File: config.mk
export PLATFORM = sky130hd
export DESIGN_NAME = dff_pipe
export DESIGN_NICKNAME = d
export VERILOG_FILES = /design/src/rtl/dff_pipe.sv
export SDC_FILE = /design/constraint.sdc
export NUM_CORES = 1
export LEC_CHECK = 0
export ABC_AREA = 1
export CAP_MARGIN = 20
export CORE_UTILIZATION = 50
export DETAILED_ROUTE_END_ITERATION = 7
export PLACE_DENSITY = 0.82
export RECOVER_POWER = 100
export REMOVE_ABC_BUFFERS = 1
export SYNTH_ARGS = -nofsm -noshare
export SYNTH_HDL_FRONTEND = slang
export SYNTH_SLANG_ARGS = --single-unit
export TNS_END_PERCENT = 50
File: constraint.sdc
create_clock -name clk -period 2.33 [get_ports clk]
set_clock_uncertainty 0.15 [all_clocks]
set_input_delay 0.233 -clock clk [delete_from_list [all_inputs] [get_ports clk]]
set_output_delay 0.233 -clock clk [all_outputs]
set_load 0.1 [all_outputs]
File: src/rtl/dff_pipe.sv
`default_nettype none
// +--------------------------------------------------------------------------+
// | dff_pipe : DEPTH-stage WIDTH-bit pipeline register, valid/ready, flush   |
// | Revision : 1.0                                                           |
// +--------------------------------------------------------------------------+
module dff_pipe #(
   parameter int               WIDTH     = 8,
   parameter int               DEPTH     = 2,
   parameter logic [WIDTH-1:0] RESET_VAL = '0
) (
   input  logic                       clk,
   input  logic                       rstb,
   input  logic [WIDTH-1:0]           d,
   input  logic                       d_valid,
   output logic                       d_ready,
   input  logic                       flush,
   output logic [WIDTH-1:0]           q,
   output logic                       q_valid,
   input  logic                       q_ready,
   output logic [$clog2(DEPTH+1)-1:0] count
);

   localparam int CW = $clog2(DEPTH+1);

   logic [WIDTH-1:0] data_q [DEPTH];
   logic [WIDTH-1:0] data_d [DEPTH];
   logic [DEPTH-1:0] valid_q, valid_d;
   logic [DEPTH-1:0] adv, load;
   logic [CW-1:0]    cnt_q, cnt_d;
   logic             accept, fire;

   // A stage advances when everything downstream can make room: either the
   // consumer takes q, or some later stage is empty (bubble collapse).
   always_comb begin : p_adv
      logic room;
      room = q_ready;
      adv  = '0;
      for (int i = DEPTH-1; i >= 0; i--) begin
         adv[i] = valid_q[i] & room;
         room   = room | ~valid_q[i];
      end
   end

   assign load    = ~valid_q | adv;
   assign d_ready = load[0] & ~flush;
   assign accept  = d_valid & d_ready;
   assign fire    = valid_q[DEPTH-1] & q_ready;

   always_comb begin
      data_d  = data_q;
      valid_d = valid_q;
      cnt_d   = cnt_q;
      if (flush) begin
         valid_d = '0;
         cnt_d   = '0;
      end else begin
         if (load[0]) begin
            if (accept) data_d[0] = d;
            valid_d[0] = accept;
         end
         for (int i = 1; i < DEPTH; i++) begin
            if (load[i]) begin
               if (valid_q[i-1]) data_d[i] = data_q[i-1];
               valid_d[i] = valid_q[i-1];
            end
         end
         if (accept && !fire)      cnt_d = cnt_q + CW'(1);
         else if (fire && !accept) cnt_d = cnt_q - CW'(1);
      end
   end

   always_ff @(posedge clk or negedge rstb) begin
      if (!rstb) begin
         for (int i = 0; i < DEPTH; i++) data_q[i] <= RESET_VAL;
         valid_q <= '0;
         cnt_q   <= '0;
      end else begin
         data_q  <= data_d;
         valid_q <= valid_d;
         cnt_q   <= cnt_d;
      end
   end

   assign q       = data_q[DEPTH-1];
   assign q_valid = valid_q[DEPTH-1];
   assign count   = cnt_q;

endmodule
`default_nettype wire
# Word level (Yosys, flattened, before mapping)

Index checks and enable logic that the tools add are counted.
W data, S select, Z words.

Register bits after elaboration: 20
Input port bits: 13
Word-level logic and storage cells: 31

Add/subtract/negate cells: 2
Multiplexer cells: 6
Bitwise logic cells: 9
Reduce and logical (&&, ||, !) cells: 9

Operators with widths:

| operator              | count |
|---|---|
| $mux W2               | 4 |
| $reduce_and A3 Y1     | 2 |
| $and A1 B1 Y1         | 4 |
| $reduce_bool A2 Y1    | 2 |
| $reduce_bool A3 Y1    | 1 |
| $add A2 B1 Y2 const B | 1 |
| $logic_and A1 B1 Y1   | 2 |
| $logic_not A1 Y1      | 2 |
| $mux W1               | 2 |
| $not A1 Y1            | 2 |
| $not A2 Y2            | 1 |
| $or A2 B2 Y2          | 1 |
| $sub A2 B1 Y2 const B | 1 |
| $or A1 B1 Y1          | 1 |

# Longest topological paths before layout

Gate-level depths: netlist of run 1.

Depth after elaboration: 11
Gate-level depth with buffers: 8
Gate-level depth less buffers: 8

# Worst setup path before layout of run 1

No wires, ideal clock.

Path type: register -> output
Start: register valid_q[1]
End: output d_ready
Arrival time: 1680 ps
Slack: 267 ps
Cell stages (with the launch flop): 4
Path buffers: 0
Cell sequence: dfrtp_1 > nand3_2 > nand2_1 > inv_1

Word-level cells in the longest chain between the ends: 5

Ends and longest elaborated chain:

| element                | RTL line | source |
|---|---|---|
| start, declared        | 27       | `logic [DEPTH-1:0] valid_q, valid_d;` |
| start signal, assigned | 79       | `valid_q <= valid_d;` |
| $not A1 Y1             | 40       | `room = room \| ~valid_q[i];` |
| $or A1 B1 Y1           | 40       |  |
| $and A1 B1 Y1          | 39       | `adv[i] = valid_q[i] & room;` |
| $or A2 B2 Y2           | 44       | `assign load = ~valid_q \| adv;` |
| $and A1 B1 Y1          | 45       | `assign d_ready = load[0] & ~flush;` |
| end, declared          | 15       | `output logic d_ready,` |

Every way passes these cells.

# Final worst setup path of run 1

Start: register data_q, in the netlist q[7]
End: output q[7]

RTL lines:

| element                | RTL line | source |
|---|---|---|
| start, declared        | 25       | `logic [WIDTH-1:0] data_q [DEPTH];` |
| start signal, assigned | 78       | `data_q <= data_d;` |
| end, declared          | 17       | `output logic [WIDTH-1:0] q,` |

No word-level cell between the ends.

==> results of run 1 <==
==> power by group through the flow <==
stage	sequential, mW	clock (mW)	combinational [mW]
3_3_place_gp	0.442	0	0.504
4_1_cts	0.438	0.202	0.509
2_1_floorplan	0.736	0	0.0922
6_report	0.436	0.196	0.473
5_1_grt	0.443	0.218	0.498
3_5_place_dp	0.444	0	0.509
==> final timing paths <==
path	end	slack [ns]	cells after the start
worst max-delay path	q[7]	0.43	1
worst min-delay path	q[1]	0.35	2
worst max register to register	q[6]	0.87	3
worst min register to register	q[1]	0.35	2
max in group asynchronous	data_q[10]	0.92	2
min in group asynchronous	data_q[12]	0.49	2
==> sequential cells by signal (all words and copies together), names as in the netlist <==
signal   flops
q            8
count        2
valid_q      2
data_q       8
==> cells in the mapped netlist (2+ instances only) <==
cell                       n  area share [%]
sky130_fd_sc_hd__a21oi_1   7             3.8
sky130_fd_sc_hd__a21oi_2   2             1.9
sky130_fd_sc_hd__buf_4     8             6.5
sky130_fd_sc_hd__dfrtp_1  20              54
sky130_fd_sc_hd__inv_1    13             5.2
sky130_fd_sc_hd__nand2_1  20             8.1
sky130_fd_sc_hd__nand3_4   2             3.8
sky130_fd_sc_hd__nor2_1    8             3.2
sky130_fd_sc_hd__o21ai_0  10             5.4
==> stage by stage <==
stage          cells  instance area [um^2]  utilization, %
3_5_place_dp     140                  1115           64.57
2_1_floorplan     90                 853.3               -
6_report         144                  1095           63.41
4_1_cts          144                  1151           66.67
5_1_grt          144                  1095           63.41
3_3_place_gp     140                  1115           64.57
==> area by class of cell <==
class	count	area (um^2)
Inverter	14	52.55
Multi-Input combinational cell	56	277.8
Timing Repair Buffer	25	196.4
Sequential cell	20	500.5
Clock buffer	4	36.28
Tap cell	25	31.28
Fill cell	172	631.9
==> placed cells by master, fill, tap and decap left out <==
master and count:
sky130_fd_sc_hd__a21oi_1 7, sky130_fd_sc_hd__a21oi_2 2, sky130_fd_sc_hd__buf_12 1, sky130_fd_sc_hd__buf_4 3, sky130_fd_sc_hd__clkbuf_1 9, sky130_fd_sc_hd__clkbuf_4 3
sky130_fd_sc_hd__clkbuf_8 1, sky130_fd_sc_hd__clkdlybuf4s50_1 10, sky130_fd_sc_hd__dfrtp_1 20, sky130_fd_sc_hd__dlygate4sd3_1 2, sky130_fd_sc_hd__inv_1 14, sky130_fd_sc_hd__nand2_1 21
sky130_fd_sc_hd__nand2_2 1, sky130_fd_sc_hd__nand3_1 1, sky130_fd_sc_hd__nand3_2 1, sky130_fd_sc_hd__nand3_4 1, sky130_fd_sc_hd__nand4_1 1, sky130_fd_sc_hd__nor2_1 9
sky130_fd_sc_hd__o21ai_0 10, sky130_fd_sc_hd__o21ai_2 1, sky130_fd_sc_hd__xor2_1 1
==> metal layers <==
metal | vias to the layer above | global-route usage (%)
li1 | 343 | -
met1 | 305 | 22.54
met2 | 17 | 27.83
met3 | 2 | 4.800
met4 | 0 | 9.091
met5 | - | 0
==> kinds of logic after synthesis <==
group | share of synthesized area [%]
xor gates and xnor gates | 0.9423
buffers and inverters | 13.86
and+or+nand+nor | 19.38
DFF | 53.84
AOI/OAI and AO/OA | 11.98
==> results.ini, run 1 <==
[run_status]
outcome = complete, no violations

[route]
first_iter_violations = 15
detailroute.wirelength.met3_um = 75
final_antenna_net_count = 0
avgViaCountPerCell = 4.632
routed-via-count = 667
route.met2.wl_um = 734
drt_wl_total_um = 1549
detail_route.drc_violations = 0
wirelength_met1_um = 728
maxUsedRoutingLayer = met4
wl_per_cell_um = 10.76
detailedRoute.firstPassIterationCount = 4

[sta]
timing.hold.ws_ns = 0.3450
rsz0062_at_grt = no
max_slew.worst_pin.slew_ns = 1.170
post-route-period-util_pct = 81.74
final.setup.worst_slack_ns = 0.4255
finalSetupTns_ns = 0
max_freq_ghz = 0.5251
finalCriticalPeriod_ns = 1.904
report.final.slew_viol_count = 0
finalHoldViolCount = 0
setup_viol = 0
relSlewSlack_pct = 22.34

[clock_network]
cts_tree = yes
hold_fix_buffer_count_after_cts = 0
worstSkewPairLatency_ns = 0.29
cts.repair.resized = 0
cts_buffer_depth = 2
cts-buffers-inserted = 3
numClockSinks = 20
cts-htree-levels = 1
cts_root_buf = sky130_fd_sc_hd__clkbuf_4
setup_buffers_after_cts = 0
path_clk_slew_ns = 0.11

[final_layout]
antenna-diode-count = 0
nets_final = 133
final_layout_size_suffix_gt1_share_pct = 11.76
areaGrowthSynthToFinish_pct = 17.77

[floorplanning]
die_area_um2 = 2036
core.rowCount = 15
dieHeight_um = 45.12
die_w_um = 45.12
core_region_area_um2 = 1727
start_util_pct = 53.84
pin_count = 25

[synthesis]
synthesis.area_per_instance_um2 = 9.296
synth-seq-cells = 20
async_flop_share_pct = 100.0
yosys_warn_count = 0
synth_area_um2 = 929.6
yosysUniqueCellTypes = 19
synth_enable_flop_cells = 0
prevailing_post_synth_register_cell = sky130_fd_sc_hd__dfrtp_1
post_synth_inst_count = 100
synth_seq_area_share_pct = 53.84

[pwr]
power_frac_comb_pct = 42.8
power_leakage_nw = 0.5555
clock_share_of_power_pct = 17.7
peakVddDrop_mv = 0.5050
power_switching_share_pct = 47.42
finalPower_mw = 1.105
internal_power_mw = 0.5810
seqPwrFrac_pct = 39.5
pwr_density_cell_nw_per_um2 = 1009
p_sw_mw = 0.5240

[global_routing]
vias_in_the_first_global_route = 612
grt_max_degree = 21
overflow = 0
first_pass_grt_wire_length_um = 2525
groute.usage.overall_pct = 17.78
antenna_found_initial = 0

[worst_setup_path]
crit_path_cell_trace = clkbuf_1
critical_path_class = reg2out
nature_of_the_critical_path_startpoint = flop
cp.required_ns = 1.95
critical_path.startpoint = q[7]
critPathMaxFanout = 2
setup.worst_path.end_class = output pin
rr_startpoint = valid_q[1]
slowest_delay_ns = 0.86
worst-path-buf-inv = 1
timing.critical_path.arrival_ns = 1.52
cpLargestDelayFamily = buffers and inverters
worst_path_max_delay_cell = sky130_fd_sc_hd__clkbuf_1

[min_path]
hold_path_class = reg2reg
hold_path.startpoint = q[1]

[placed_design]
buffer_ports.inserted = 24
place_worst_setup_slack_ns = 0.6078
detailed_place_hpwl_um = 1114
finalWeightedCongestion = 0.7451

[run]
timing.max_cap.violations = 0

Note: power is estimated with default switching activity, not from simulation.
==> run 2: changes to the inputs <==
Settings changed: CORE_UTILIZATION 50 to 46, PLACE_DENSITY 0.82 to 0.77.
Clock period 2.33 ns to 2 ns, I/O delays scaled along.
==> run 2 against run 1 <==
  * Clock-buffer cell count is the same
  * Sequential power grew 16%
  * Final cell count stayed put
  * Global-route usage is 2.7 points lower
  * Via count decreased by 2.7%
  * Power increased by 17%
  * Critical path type is now in2reg
  * Largest power group unchanged
  * Highest routed layer is now met3
==> results.ini, run 2 (synthesized netlist as in run 1, its figures left out) <==
[run_status]
outcome = complete, no violations

[route]
detailedRoute.firstPassIterationCount = 4  ; unchanged
routed-via-count = 649  ; -2.7%
drt_wl_total_um = 1501  ; -3.1%
first_iter_violations = 16  ; +1
detail_route.drc_violations = 0  ; unchanged
avgViaCountPerCell = 4.507  ; -2.7%
wl_per_cell_um = 10.42  ; -3.1%
final_antenna_net_count = 0  ; unchanged

[clock_network]
hold_fix_buffer_count_after_cts = 0  ; unchanged
cts-buffers-inserted = 3  ; unchanged
cts_tree = yes
cts_buffer_depth = 2  ; unchanged
setup_buffers_after_cts = 0  ; unchanged
numClockSinks = 20  ; unchanged
worstSkewPairLatency_ns = 0.28  ; about the same
cts.repair.resized = 0  ; unchanged
path_clk_slew_ns = 0.11  ; about the same
cts-htree-levels = 1  ; unchanged
cts_root_buf = sky130_fd_sc_hd__clkbuf_4

[final_layout]
most_common_cell_after_layout_fill_and_taps_aside = sky130_fd_sc_hd__nand2_1
antenna-diode-count = 0  ; unchanged
fin_area_um2 = 1097  ; +0.23%
final_cell_count_no_fill = 144  ; unchanged
areaGrowthSynthToFinish_pct = 18.03
final_layout_size_suffix_gt1_share_pct = 18.49  ; +6.7 points
layout.cells.most_common_list = sky130_fd_sc_hd__nand2_1, sky130_fd_sc_hd__dfrtp_1, sky130_fd_sc_hd__inv_1
nets_final = 133  ; unchanged
final_core_util_pct = 60.90  ; -2.5 points

[pwr]
peakVddDrop_mv = 0.5478  ; +8.5%
pwr_density_cell_nw_per_um2 = 1174  ; +16%
power_leakage_nw = 0.5776  ; +4.0%
power_switching_share_pct = 47.16  ; -0.26 points
clock_share_of_power_pct = 17.6  ; about the same
p_sw_mw = 0.6074  ; +16%
seqPwrFrac_pct = 39.4  ; about the same
finalPower_mw = 1.288  ; +17%
power_frac_comb_pct = 43.0  ; +0.2 points
internal_power_mw = 0.6806  ; +17%

[worst_setup_path]
cp.required_ns = 2.05  ; +0.10 ns
nature_of_the_critical_path_startpoint = primary input
timing.critical_path.arrival_ns = 1.65  ; +0.13 ns
critPathMaxFanout = 17  ; +15
critical_path_class = in2reg
setup.worst_path.end_class = flop

[global_routing]
groute.usage.overall_pct = 15.08  ; -2.7 points
overflow = 0  ; unchanged
first_pass_grt_wire_length_um = 2394  ; -5.2%
vias_in_the_first_global_route = 551  ; -10%
grt_max_degree = 21  ; unchanged
antenna_found_initial = 0  ; unchanged

[sta]
timing.hold.ws_ns = 0.3355  ; -0.009469 ns
max_freq_ghz = 0.6238
final.setup.worst_slack_ns = 0.3970  ; -0.02855 ns
relSlewSlack_pct = 30.58  ; +8.2 points
finalHoldViolCount = 0  ; unchanged
max_slew.worst_pin.slew_ns = 1.041  ; -0.1286 ns
post-route-period-util_pct = 80.15
finalSetupTns_ns = 0  ; unchanged
finalCriticalPeriod_ns = 1.603
rsz0062_at_grt = no
report.final.slew_viol_count = 0  ; unchanged
setup_viol = 0  ; unchanged

[run]
timing.max_cap.violations = 0  ; unchanged

[floorplanning]
start_util_pct = 51.60  ; -2.2 points
core_region_area_um2 = 1802  ; +4.3%
die_w_um = 46.96  ; +4.1%
die_area_um2 = 2205  ; +8.3%
pin_count = 25  ; unchanged
dieHeight_um = 46.96  ; +4.1%
core.rowCount = 15  ; unchanged

[placed_design]
detailed_place_hpwl_um = 1141  ; +2.4%
buffer_ports.inserted = 24  ; unchanged
finalWeightedCongestion = 0.7411  ; -0.54%
placed_area_um2 = 1115  ; unchanged
place_worst_setup_slack_ns = 0.3441  ; -0.2636 ns
dpl.cell_count = 140  ; unchanged

[min_path]
hold_path_class = in2reg

==> run 2: final timing paths <==
check / end / slack, ns / from / cells after the start
worst max-delay path: q[2] / 0.40 / flush / 4
worst min-delay path: data_q[10] / 0.34 / d[2] / 3
worst max register to register: q[2] / 0.51 / valid_q[1] / 3
worst min register to register: q[1] / 0.34 / q[1] / 2
max in group asynchronous: count[1] / 0.62 / rstb / 2
min in group asynchronous: q[6] / 0.46 / rstb / 2
==> run 2: power by group through the flow <==
stage               registers, mW  clock network [mW]  logic, mW
floorplan                   0.857                   0      0.107
global placement            0.514                   0      0.587
detailed placement          0.518                   0      0.594
CTS                         0.510               0.229      0.594
global route                0.515               0.250      0.587
finish                      0.507               0.227      0.554
==> run 2: worst max-delay path: stages <==
cell and delay (ns):
sky130_fd_sc_hd__clkdlybuf4s50_1 0.45, sky130_fd_sc_hd__inv_1 0.21, sky130_fd_sc_hd__nand3_1 0.44, sky130_fd_sc_hd__o21ai_0 0.34
==> run 2: cell type report <==
| cell class | instances | area, um^2 |
|---|---|---|
| multi-input cells | 56 | 277.8 |
| well taps | 25 | 31.28 |
| inverters | 14 | 52.55 |
| flip-flops and latches | 20 | 500.5 |
| clock buffers | 4 | 36.28 |
| fillers | 172 | 704.4 |
| repair buffers | 25 | 198.9 |
==> run 2: layer usage <==
layer / vias up / track usage [%] / part of all wire, %
li1: 342 / - / -
met1: 288 / 22.96 / 48
met2: 19 / 22.78 / 47
met3: 0 / 3.462 / 5.1
met4: 0 / 1.714 / 0
met5: - / 0 / 0
